$ cat src/rtl/ctrl_write_mode.sv
// rtl/ctrl_write_mode.sv - write-side sequencer loading the CVT bitmap table
// Accepts one bitmap per handshake and writes CVT entries 0..N_ENTRIES-1 in order.
module ctrl_write_mode #(
  parameter int N_ENTRIES = 16,
  parameter int ADDR_W    = 4,
  parameter int DATA_W    = 16
) (
  input  logic              i_clk,
  input  logic              i_rst,
  input  logic              i_start,
  input  logic              i_abort,
  input  logic              i_in_valid,
  input  logic [DATA_W-1:0] i_in_data,
  output logic              o_in_ready,
  output logic              o_wr_en,
  output logic [ADDR_W-1:0] o_wr_sel,
  output logic [DATA_W-1:0] o_wr_data,
  output logic              o_busy,
  output logic              o_done,
  output logic [ADDR_W:0]   o_wr_count
);

  typedef enum logic [1:0] {S_IDLE, S_FILL, S_DONE} state_t;

  localparam logic [ADDR_W-1:0] LAST_SEL = ADDR_W'(N_ENTRIES - 1);
  localparam logic [ADDR_W:0]   FULL_CNT = (ADDR_W + 1)'(N_ENTRIES);

  state_t              r_state;
  logic [ADDR_W-1:0]   r_counter;
  logic                r_wr_en;
  logic [ADDR_W-1:0]   r_wr_sel;
  logic [DATA_W-1:0]   r_wr_data;
  logic                r_busy;
  logic                r_done;
  logic [ADDR_W:0]     r_wr_count;
  logic                w_in_ready;

  assign w_in_ready = (r_state == S_FILL);

  // abort outranks everything, so a beat taken in the abort cycle never reaches the CVT
  always_ff @(posedge i_clk or negedge i_rst) begin
    if (!i_rst) begin
      r_state    <= S_IDLE;
      r_counter  <= '0;
      r_wr_en    <= 1'b0;
      r_wr_sel   <= '0;
      r_wr_data  <= '0;
      r_busy     <= 1'b0;
      r_done     <= 1'b0;
      r_wr_count <= '0;
    end else begin
      r_wr_en <= 1'b0;
      r_done  <= 1'b0;
      if (i_abort) begin
        r_state <= S_IDLE;
        r_busy  <= 1'b0;
      end else begin
        case (r_state)
          S_IDLE: begin
            if (i_start) begin
              r_state    <= S_FILL;
              r_counter  <= '0;
              r_wr_count <= '0;
              r_busy     <= 1'b1;
            end
          end
          S_FILL: begin
            if (i_in_valid) begin
              r_wr_en   <= 1'b1;
              r_wr_sel  <= r_counter;
              r_wr_data <= i_in_data;
              if (r_wr_count != FULL_CNT) r_wr_count <= r_wr_count + (ADDR_W + 1)'(1);
              if (r_counter == LAST_SEL) begin
                r_counter <= '0;
                r_state   <= S_DONE;
                r_done    <= 1'b1;
                r_busy    <= 1'b0;
              end else begin
                r_counter <= r_counter + ADDR_W'(1);
              end
            end
          end
          S_DONE:  r_state <= S_IDLE;
          default: r_state <= S_IDLE;
        endcase
      end
    end
  end

  assign o_in_ready = w_in_ready;
  assign o_wr_en    = r_wr_en;
  assign o_wr_sel   = r_wr_sel;
  assign o_wr_data  = r_wr_data;
  assign o_busy     = r_busy;
  assign o_done     = r_done;
  assign o_wr_count = r_wr_count;

endmodule
$ cat config.mk
export PLATFORM = sky130hd
export DESIGN_NAME = ctrl_write_mode
export DESIGN_NICKNAME = d
export VERILOG_FILES = /design/src/rtl/ctrl_write_mode.sv
export SDC_FILE = /design/constraint.sdc
export NUM_CORES = 1
export LEC_CHECK = 0
export CORE_ASPECT_RATIO = 1.75
export CORE_UTILIZATION = 30
export DETAILED_ROUTE_END_ITERATION = 6
export PLACE_DENSITY = 0.58
export RECOVER_POWER = 100
export SETUP_SLACK_MARGIN = 0.02
export SLEW_MARGIN = 40
export SYNTH_ARGS = -nofsm -noshare
export SYNTH_HDL_FRONTEND = slang
export SYNTH_SLANG_ARGS = --single-unit
export TNS_END_PERCENT = 5
$ cat constraint.sdc
create_clock -name i_clk -period 2.3 [get_ports i_clk]
set_input_delay 0.46 -clock i_clk [delete_from_list [all_inputs] [get_ports i_clk]]
set_output_delay 0.46 -clock i_clk [all_outputs]
set_load 0.01 [all_outputs]
[Yosys cells after proc, flatten, opt, wreduce, memory -nomap -nowiden]
Cells that the tools add are included.
Operators by class
  $add $sub $neg: 2
  equality and inequality tests: 9
  mux-type cells: 25
  bitwise logic cells: 1
  reductions and logical operators: 8
Operators by type and width (count)
  2-to-1 mux 5 bit: 3
  2-to-1 mux 4 bit: 3
  2-to-1 mux 1 bit: 11
  case mux 5 bit (2 select lines): 1
  2-to-1 mux 2 bit: 4
  case mux 4 bit (2 select lines): 1
  AND reduction 4 bit: 2
  inequality test 3 bit (second input constant): 2
  AND reduction 3 bit: 2
  adder 5 x 1 -> 5 bit (second input constant): 1
  inequality test 5 bit (second input constant): 1
  AND reduction 5 bit: 1
  adder 4 x 1 -> 4 bit (second input constant): 1
  == test 4 bit (second input constant): 1
  inequality test 2 bit (second input constant): 2
  case mux 2 bit (2 select lines): 1
  inequality test 3 x 2 -> 1 bit (second input constant): 1
  nonzero test 3 bit: 1
  == test 2 x 1 -> 1 bit (second input constant): 1
  zero test 2 bit: 1
  inequality test 2 x 1 -> 1 bit (second input constant): 1
  case mux 1 bit (2 select lines): 1
  nonzero test 2 bit: 1
  inverter 1 bit: 1
Word-level totals
  register bits: 34
  input bits: 21
  output and inout port bits: 29
  logic and storage cells: 53

[Longest topological paths before layout]
Gate-level depths: netlist (run 1).
  depth in word-level cells: 5
  mapped depth: 5
  depth with buffers taken out: 5

[Least setup slack after synthesis (run 1)]
Ideal clock, no wire load.
  kind: input-to-reg
  from: input port i_abort
  to: register r_wr_data[0], in the netlist o_wr_data[0]
  setup time: 0.125 ns
  arrival: 1.321 ns
  data required time: 2.175 ns
  slack: 0.854 ns
  stages on the path: 4
  buffers on the path: 2
  path through: and4bb_2 buf_6 buf_6 mux2_2
Between the ends
  word-level cells in the longest chain between the ends: 2
RTL lines
  start, declared: RTL line 11  | input logic i_abort,
  inverter 1 bit (no line)
  AND reduction 3 bit (no line)
  end signal, assigned: RTL line 71  | r_wr_data <= i_in_data;
  end, declared: RTL line 32  | logic [DATA_W-1:0] r_wr_data;
Every way passes these cells.
A chain may end at the register's enable or synchronous reset.

[Worst setup path after layout (run 1)]
  from: register r_state[1]
  to: output port o_in_ready
Between the ends
  word-level cells in the longest chain between the ends: 1
RTL lines
  start, declared: RTL line 28  | state_t r_state;
  start signal, assigned: RTL line 43  | r_state <= S_IDLE;
  start signal, assigned: RTL line 55  | r_state <= S_IDLE;
  start signal, assigned: RTL line 61  | r_state <= S_FILL;
  == test 2 x 1 -> 1 bit: RTL line 38  | assign w_in_ready = (r_state == S_FILL);
  end, declared: RTL line 14  | output logic o_in_ready,
Every way passes these cells.

==> flow_summary.ini, run 1 <==
[pwr]
power_density_nw_per_um2 = 809.2
max-vdd-ir-drop_mv = 0.5540
p_leak_uw = 0.0009188
sequentialPowerShare = 0.469
p_comb_frac = 0.269
power.switching_uw = 468.0
clock_power_share = 0.262
sw_frac_of_total = 0.2756
power.internal_uw = 1230

[critical_path]
cp_buf_inv_count = 1
worst_path_max_delay_cell = sky130_fd_sc_hd__dlygate4sd3_1
cp_max_fo = 6
critPathLaunchType = register
crit_path_cell_trace = nor2b_2 > dlygate4sd3_1
crit_path_end_kind = primary output
ff2ff_setup_slack_ns = 0.55
timing.critical_path.arrival_ns = 1.66
stages_on_the_worst_setup_path = 2
critical_path.max_stage_delay_ns = 0.65
crit-reg2reg-capture = o_wr_data[15]
crit-reg2reg-launch = r_state[1]
crit_path_max_delay_family = buffers and inverters
worstRegToRegCells = 3
critical_path_class = register to primary output
required_ns = 1.84

[global_route]
grt_max_degree = 35
gr-usage-all-layers = 0.1323
globalRoute.totalOverflow = 0
via_count_of_the_first_global_routing_pass = 1133
grt_first_pass_wirelength_mm = 5.361
initial_antenna_violation_count = 0

[sta]
worst_slew_margin_rel = 0.4347
final-hold-violation-count = 0
share_of_the_clock_period_used_by_the_worst_path_after_layout = 0.9201
rsz0062_at_grt = no
setup_viol = 0
fmax_mhz = 472.5
timing.setup.tns_ns = 0
fin_skew_ns = 0.005011
worst-slew-pin-transition_ns = 0.8479
drv_slew = 0
fin_crit_ns = 2.116

[synthesis]
synth_top_family_by_area = multiplexers
netlist_instances = 113
synth-compound-area-share = 0.09432
ys_seq_area_frac = 0.5676
postSynthAreaPerCell_um2 = 13.26
synth_xor_xnor_area_share = 0
yosys_warnings = 0
synth_seq_cells = 34
synth_fp_nets = 137
yosys.area_share.adder = 0.02504
post_synth_instance_area_um2 = 1499
synth.area.mux_share = 0.1636
synth-simple-area-share = 0.1060
ys_types = 30

[cells_and_area]
finish.cell_count_without_fillers = 220
most-common-layout-cells = sky130_fd_sc_hd__dfrtp_1 (34), sky130_fd_sc_hd__dlygate4sd3_1 (31), sky130_fd_sc_hd__mux2_2 (19)
num_antenna_cells = 0
finish.net_count = 191
final_common_cell = sky130_fd_sc_hd__dfrtp_1
filler_cell_count_in_the_final_layout = 455
post_route_cells_drive_above_1_share = 0.1905
footprint_of_the_multi_input_gates_um2 = 568.0
area_growth_pct = 39.98
regArea_um2 = 850.8

[routing]
route.detailed.drc = 0
drt_pre_antenna_iters = 4
routed_wire_length_per_instance_um = 14.57
via_per_inst = 4.995
postRouteAntennaNets = 0
detailroute.via_count = 1099
wirelength_mm = 3.206
first_iter_violations = 14

[status]
result_of_the_run = finished clean

[die]
fp-row-count = 33
fp.dieW_um = 55.44
dieHeight_um = 95.51
design.die.area_um2 = 5295
pin_count = 50
core_area_um2 = 4748
floorplan.initialDensity = 0.3157

[min_path]
hold_worst_path_end = o_wr_data[8]
hold_path.class = register to register
hp-start = o_wr_data[8]
hold_path_depth = 1

[clock_tree]
tritoncts.num_buffers = 5
clockRootBuffer = sky130_fd_sc_hd__clkbuf_8
tritoncts = yes
clk_transition_reported_paths_ns = 0.07
clock_network_latency_to_the_later_pin_of_the_worst_skew_pair_ns = 0.28
h-tree-depth = 2
tritoncts_num_sinks = 34
cts_buffer_depth = 2

[flow_run]
cap_violations = 0

[placed_design]
gp_routability_congestion = 0.7503
dp.cells = 212
dp_hpwl_mm = 2.270
port-buffer-count = 49
## power by group through the flow
stage	Combinational [uW]	Clock (uW)	Sequential, uW
4_1_cts	523	461	805
6_report	457	444	797
2_1_floorplan	176	0	849
3_5_place_dp	520	0	814
3_3_place_gp	512	0	807
5_1_grt	499	482	817
## cell families after synthesis
kind of cell               count (synthesis)
DFF                                       34
and+or+nand+nor                           26
muxes                                     22
AOI/OAI and AO/OA                         19
buffers and inverters                      9
adders and majority gates                  3
## per-stage QoR
| step | setup slack, ns | cell area (um2) | util | hold WS [ns] | power (uW) |
|---|---|---|---|---|---|
| floorplan | 0.8540 | 1499 | - | 0.1644 | 1025 |
| global placement | 0.3801 | 2039 | 0.4295 | 0.4760 | 1320 |
| detailed placement | 0.3552 | 2039 | 0.4295 | 0.4914 | 1334 |
| CTS | 0.07042 | 2131 | 0.4487 | 0.5067 | 1789 |
| global route | 0.09831 | 2098 | 0.4419 | 0.5225 | 1797 |
| finish | 0.1838 | 2098 | 0.4419 | 0.4884 | 1698 |
## flip-flops by register name (all words and copies together), names as in the netlist
signal,flops
o_wr_data,16
o_wr_count,5
o_wr_sel,4
r_counter,4
r_state,2
o_busy,1
o_done,1
o_wr_en,1
## final cells by class
class / count / area share
flip-flops and latches: 34 / 0.4055
multi-input cells: 70 / 0.2707
well taps: 52 / 0.03101
inverters: 4 / 0.007156
clock inverters: 1 / 0.002385
clock buffers: 7 / 0.04114
repair buffers: 52 / 0.2421
## metal layers
layer	up-vias	GRT usage	routed length, um
met4	0	0.06667	67
met5	-	0	0
li1	511	-	-
met1	551	0.1477	1257
met2	31	0.2269	1736
met3	6	0.04071	145
## timing repair
item | CTS | global route
setup buffers | 0 | 0
hold buffers | 0 | 0
hold endpoints to repair | 0 | 0
setup endpoints to repair | 0 | 1
resized for setup | 0 | 1
## worst max path at each step
stage	from	end	slack (ns)
floorplan	i_abort	o_wr_data[0]	0.85
global placement	i_in_valid	o_wr_count[4]	0.38
detailed placement	i_in_valid	o_wr_count[3]	0.36
CTS	r_state[1]	o_in_ready	0.07
global route	r_state[1]	o_in_ready	0.1
finish	r_state[1]	o_in_ready	0.18
## synth_stat cells
cell type,count,share of area
sky130_fd_sc_hd__dfrtp_1,34,0.57
sky130_fd_sc_hd__mux2_2,19,0.14
sky130_fd_sc_hd__o21ai_0,7,0.023
sky130_fd_sc_hd__nand3_1,5,0.017
sky130_fd_sc_hd__buf_6,4,0.030
sky130_fd_sc_hd__inv_1,4,0.010
sky130_fd_sc_hd__nand2b_1,4,0.017
sky130_fd_sc_hd__ha_1,3,0.025
sky130_fd_sc_hd__nor2_1,3,0.0075
sky130_fd_sc_hd__a21oi_1,2,0.0067
sky130_fd_sc_hd__a311oi_1,2,0.012
sky130_fd_sc_hd__and2_1,2,0.0083
sky130_fd_sc_hd__mux2i_1,2,0.013
sky130_fd_sc_hd__nand2_1,2,0.0050
sky130_fd_sc_hd__nor2b_1,2,0.0083
sky130_fd_sc_hd__nor3b_1,2,0.010
sky130_fd_sc_hd__o311ai_2,2,0.022
sky130_fd_sc_hd__o31ai_1,2,0.010
sky130_fd_sc_hd__a211oi_1,1,0.0050
sky130_fd_sc_hd__a22o_2,1,0.0067
sky130_fd_sc_hd__and3_1,1,0.0042
sky130_fd_sc_hd__and4bb_2,1,0.0083
sky130_fd_sc_hd__buf_2,1,0.0033
sky130_fd_sc_hd__mux2_1,1,0.0075
sky130_fd_sc_hd__nand4_1,1,0.0042
sky130_fd_sc_hd__nor4bb_1,1,0.0067
sky130_fd_sc_hd__o211ai_1,1,0.0050
sky130_fd_sc_hd__o22ai_1,1,0.0042
sky130_fd_sc_hd__or2_1,1,0.0042
sky130_fd_sc_hd__or2_4,1,0.0058
Power figures use the tool's default switching activity.
==> run 2, diff against run 1 <==
ABC_CLOCK_PERIOD_IN_PS = 2300   (was default)
CORE_UTILIZATION = 48   (was 30)
CTS_BUF_LIST = sky130_fd_sc_hd__clkbuf_16   (was default)
PLACE_DENSITY = 0.85   (was 0.58)
==> run 2 against run 1 <==
  * The run now ends with DRC left
  * Critical path depth unchanged
  * Core utilization up 28 points
  * Global-route usage up 9.6 points
  * Sequential power about the same
  * Clock skew up 0.0013 ns
  * Total power up 11%
  * Critical path type unchanged
  * Highest routed layer unchanged
==> flow_summary.ini, run 2 (synthesis gave the netlist of run 1 again) <==
[critical_path]
critPathLaunchType = register
crit_path_end_kind = primary output
critPathLaunch = r_state[1]
crit-reg2reg-capture = o_wr_data[12]
required_ns = 1.84
timing.critical_path.arrival_ns = 1.71
ff2ff_setup_slack_ns = 0.52
critical_path_class = register to primary output
cp_max_fo = 6
worstRegToRegCells = 3
crit-reg2reg-launch = r_state[1]

[cells_and_area]
final_common_cell = sky130_fd_sc_hd__dfrtp_1
finish.net_count = 191
area_growth_pct = 42.07
num_antenna_cells = 0
finish.cell_count_without_fillers = 210
number_of_flip_flops_under_the_largest_register_name = 16
regArea_um2 = 850.8
post_route_cells_drive_above_1_share = 0.1786
most-common-layout-cells = sky130_fd_sc_hd__dfrtp_1 (34), sky130_fd_sc_hd__dlygate4sd3_1 (31), sky130_fd_sc_hd__mux2_2 (19)
footprint_of_the_multi_input_gates_um2 = 565.5
filler_cell_count_in_the_final_layout = 212
postLayoutCoreUtil = 0.7194

[placed_design]
gp_routability_congestion = 0.8022
dp.cells = 202
dp_hpwl_mm = 2.364
port-buffer-count = 49

[routing]
via_per_inst = 5.248
route.detailed.drc = 2
postRouteAntennaNets = 0
first_iter_violations = 26
drt_pre_antenna_iters = 7
wirelength_mm = 3.357
routed_wire_length_per_instance_um = 15.99
detailroute.via_count = 1102

[clock_tree]
tritoncts = yes
h-tree-depth = 2
clockRootBuffer = sky130_fd_sc_hd__clkbuf_16
hold_buffers = 0
tritoncts.num_buffers = 5
number_of_gates_resized_after_cts = 0
clock_network_latency_to_the_later_pin_of_the_worst_skew_pair_ns = 0.28
cts_buffer_depth = 2
tritoncts_num_sinks = 34
clk_transition_reported_paths_ns = 0.05
post-cts-setup-buffer-count = 0

[min_path]
hp-start = o_wr_data[8]
hold_path_depth = 1
hold_path.class = register to register
hold_worst_path_end = o_wr_data[8]

[sta]
fmax_mhz = 461.8
fin_crit_ns = 2.165
drv_slew = 0
final-hold-violation-count = 0
finalHoldWorstSlack_ns = 0.4867
share_of_the_clock_period_used_by_the_worst_path_after_layout = 0.9414
worst_slew_margin_rel = 0.4421
timing.setup.tns_ns = 0
rsz0062_at_grt = no
fin_skew_ns = 0.006302
setup_viol = 0
worst-slew-pin-transition_ns = 0.8369

[die]
pin_count = 50
fp.dieW_um = 44.24
dieHeight_um = 75.93
core_area_um2 = 2960
design.die.area_um2 = 3359
fp-row-count = 26
floorplan.initialDensity = 0.5063

[global_route]
via_count_of_the_first_global_routing_pass = 1215
initial_antenna_violation_count = 0
gr-usage-all-layers = 0.2287
grt_first_pass_wirelength_mm = 5.554
globalRoute.totalOverflow = 0
grt_max_degree = 35

[flow_run]
cap_violations = 0

[status]
violations = DRC
result_of_the_run = finished with violations

[pwr]
design_power_total_uw = 1891
power_density_nw_per_um2 = 888.0
max-vdd-ir-drop_mv = 0.8032
p_leak_uw = 0.0009423
==> run 2: per-layer routing <==
metal  wire, um  track usage  vias up  part of all wire
li1           -            -      514                 -
met1       1231       0.2552      540              0.37
met2       1814       0.3662       38              0.54
met3        209      0.08333       10             0.062
met4        102       0.1182        0             0.030
met5          0            0        -                 0
==> run 2: layout make-up <==
class,count,share of cell area
clock buffer,5,0.05875
clock inverter,3,0.005875
inverter,4,0.007051
multi-input combinational,70,0.2656
sequential,34,0.3995
tap,42,0.02468
timing repair buffer,52,0.2385
==> run 2: report_power, final <==
part | switching (uW) | internal, uW
Clock | 236 | 390
Combinational | 191 | 274
Sequential | 83.4 | 716
Total | 510 | 1380
==> run 2: worst max-delay path, cell delays in order (launching register included) <==
cell                            delay, ns
sky130_fd_sc_hd__dfrtp_1             0.44
sky130_fd_sc_hd__nor2b_1             0.33
sky130_fd_sc_hd__dlygate4sd3_1       0.66
==> run 2: worst max-delay path by stage <==
stage	endpoint	slack, ns	cells past startpoint
floorplan	o_wr_data[0]	0.85	4
global placement	o_wr_data[9]	0.41	4
detailed placement	o_wr_count[4]	0.34	4
CTS	o_in_ready	0.19	2
global route	o_in_ready	0.05	2
finish	o_in_ready	0.13	2
==> run 2: per-stage QoR <==
step           instance area, um2  setup WS, ns
2_1_floorplan                1499        0.8540
3_3_place_gp                 2027        0.4091
3_5_place_dp                 2027        0.3411
4_1_cts                      2165        0.1878
5_1_grt                      2130       0.04656
6_report                     2130        0.1347
==> run 3, diff against run 2 <==
--- a/config.mk
+++ b/config.mk
@@ -8,4 +8,5 @@
 export ABC_CLOCK_PERIOD_IN_PS = 2300
 export CORE_ASPECT_RATIO = 1.75
+export CORE_MARGIN = 4
 export CORE_UTILIZATION = 48
 export CTS_BUF_LIST = sky130_fd_sc_hd__clkbuf_16
==> constraint.sdc (replaced) <==
create_clock -name i_clk -period 2.3 [get_ports i_clk]
set_input_delay 0.46 -clock i_clk [delete_from_list [all_inputs] [get_ports i_clk]]
set_output_delay 0.46 -clock i_clk [all_outputs]
set_load 0.02 [all_outputs]
==> run 3 against run 2 <==
  * The run now ends clean
  * Combinational power increased by 17%
  * Register-to-register slack improved by 0.14 ns
  * Clock power increased by 36%
  * Count of clock-buffer cells in the layout unchanged
  * Sequential power about the same
  * Sequential cell count unchanged
  * Sequential share of layout area decreased by 1.2 points
  * Wire length decreased by 3.5%
  * Setup slack got worse by 0.0088 ns
  * Maximum frequency decreased by 0.41%
  * Clock skew decreased by 0.0043 ns
  * Highest routed layer unchanged
==> flow_summary.ini, run 3 (synthesis gave the netlist of run 1 again) <==
[sta]
fin_crit_ns = 2.174
drv_slew = 0
setup_viol = 0
final-hold-violation-count = 0
worst-slew-pin-transition_ns = 0.8401
fin_skew_ns = 0.002004
fmax_mhz = 460.0
timing.setup.tns_ns = 0
share_of_the_clock_period_used_by_the_worst_path_after_layout = 0.9453
worst_slew_margin_rel = 0.4400
rsz0062_at_grt = no

[critical_path]
crit_path_max_delay_family = buffers and inverters
cp_max_fo = 6
critical_path_class = register to primary output
crit_path_cell_trace = nor2b_1 > clkdlybuf4s50_1
crit_path_end_kind = primary output
critPathLaunchType = register
critical_path.max_stage_delay_ns = 0.67
worst_path_max_delay_cell = sky130_fd_sc_hd__clkdlybuf4s50_1
timing.critical_path.arrival_ns = 1.71
critPathLaunch = r_state[1]
required_ns = 1.84
cp_buf_inv_count = 1
crit-reg2reg-launch = r_state[0]

[min_path]
hp-start = o_wr_sel[3]
hold_path.class = register to register

[routing]
routed_wire_length_per_instance_um = 15.42
route.detailed.drc = 0
via_per_inst = 5.224
wirelength_mm = 3.238
postRouteAntennaNets = 0
detailroute.via_count = 1097
drt_pre_antenna_iters = 4
first_iter_violations = 25

[cells_and_area]
filler_cell_count_in_the_final_layout = 197
footprint_of_the_multi_input_gates_um2 = 565.5
finish.net_count = 191
post_route_cells_drive_above_1_share = 0.1845
finish.cell_count_without_fillers = 210
regArea_um2 = 850.8
num_antenna_cells = 0
area_growth_pct = 46.49
finalInstanceArea_um2 = 2196
most-common-layout-cells = sky130_fd_sc_hd__dfrtp_1 (34), sky130_fd_sc_hd__dlygate4sd3_1 (30), sky130_fd_sc_hd__mux2_2 (19), sky130_fd_sc_hd__clkdlybuf4s50_1 (19), sky130_fd_sc_hd__o21ai_0 (7)
number_of_flip_flops_under_the_largest_register_name = 16
final_common_cell = sky130_fd_sc_hd__dfrtp_1

[placed_design]
detailed_place.area_um2 = 2027
port-buffer-count = 49
gp_routability_congestion = 0.7737
dp_hpwl_mm = 2.377
dp.cells = 202

[pwr]
power_density_nw_per_um2 = 999.2
design_power_total_uw = 2194
max-vdd-ir-drop_mv = 0.7373
p_leak_uw = 0.0009627

[global_route]
globalRoute.totalOverflow = 0
grt_max_degree = 35
gr-usage-all-layers = 0.1739
initial_antenna_violation_count = 0
grt_first_pass_wirelength_mm = 5.382
via_count_of_the_first_global_routing_pass = 1197

[flow_run]
cap_violations = 0

[clock_tree]
number_of_gates_resized_after_cts = 0
post-cts-setup-buffer-count = 0
clockRootBuffer = sky130_fd_sc_hd__clkbuf_16
h-tree-depth = 2
tritoncts_num_sinks = 34
hold_buffers = 0
clk_transition_reported_paths_ns = 0.05
tritoncts.num_buffers = 5
tritoncts = yes
cts_buffer_depth = 2
clock_network_latency_to_the_later_pin_of_the_worst_skew_pair_ns = 0.28

[die]
pin_count = 50
dieHeight_um = 81.93
core_area_um2 = 2960
fp.dieW_um = 50.24
fp-row-count = 26
design.die.area_um2 = 4116
floorplan.initialDensity = 0.5063

[status]
result_of_the_run = finished clean
## run 3: cell count changes in the layout (fill, tap and decap cells not counted)
| cell | change |
|---|---|
| sky130_fd_sc_hd__bufinv_16 | +2 |
| sky130_fd_sc_hd__and2_0 | +1 |
| sky130_fd_sc_hd__dlygate4sd3_1 | -1 |
| sky130_fd_sc_hd__inv_1 | -1 |
| sky130_fd_sc_hd__clkinv_2 | -1 |
| sky130_fd_sc_hd__and2_1 | -1 |
| sky130_fd_sc_hd__clkdlybuf4s50_1 | +1 |
| sky130_fd_sc_hd__clkbuf_2 | -1 |
| sky130_fd_sc_hd__buf_12 | +1 |
## run 3: final cells by class
| type | instances | share of cell area |
|---|---|---|
| well taps | 42 | 0.02393 |
| flip-flops and latches | 34 | 0.3875 |
| clock buffers | 5 | 0.05698 |
| inverters | 4 | 0.006838 |
| repair buffers | 52 | 0.2382 |
| clock inverters | 3 | 0.02906 |
| multi-input cells | 70 | 0.2575 |
## run 3: final timing paths
path                                 end  slack, ns  cells past startpoint
max                           o_in_ready       0.13                      2
min                          o_wr_sel[3]       0.50                      1
max reg2reg                o_wr_count[3]       0.66                      4
min reg2reg                  o_wr_sel[3]       0.50                      1
max in group asynchronous   o_wr_data[0]       0.96                      2
min in group asynchronous        o_wr_en       0.82                      2
## run 3: worst register-to-register path: cells and delay by family (launching register included)
family | cells | cell delay, ns
buf+inv | 1 | 0.17
simple gates | 1 | 0.30
flops | 1 | 0.34
compound gates | 1 | 0.17
mux | 1 | 0.52
## run 3: stage by stage
step	util	setup WS [ns]	hold WS [ns]
4_1_cts	0.7485	0.1266	0.5118
6_report	0.7418	0.1259	0.5005
5_1_grt	0.7418	0.06672	0.5277
2_1_floorplan	-	0.8446	0.1644
3_5_place_dp	0.6847	0.3791	0.4998
3_3_place_gp	0.6847	0.4059	0.4717
## run 3: layer usage
metal	track usage	share of wire	wire length (um)	vias up
li1	-	-	-	514
met1	0.1785	0.38	1221	542
met2	0.3115	0.54	1746	34
met3	0.06715	0.066	213	7
met4	0.06925	0.017	55	0
met5	0	0	0	-
## run 3: power by group
part | switching, uW | internal (uW) | leakage, uW
Sequential | 82.5 | 717 | 0.000429
Combinational | 267 | 277 | 0.000442
Clock | 235 | 616 | 0.0000915
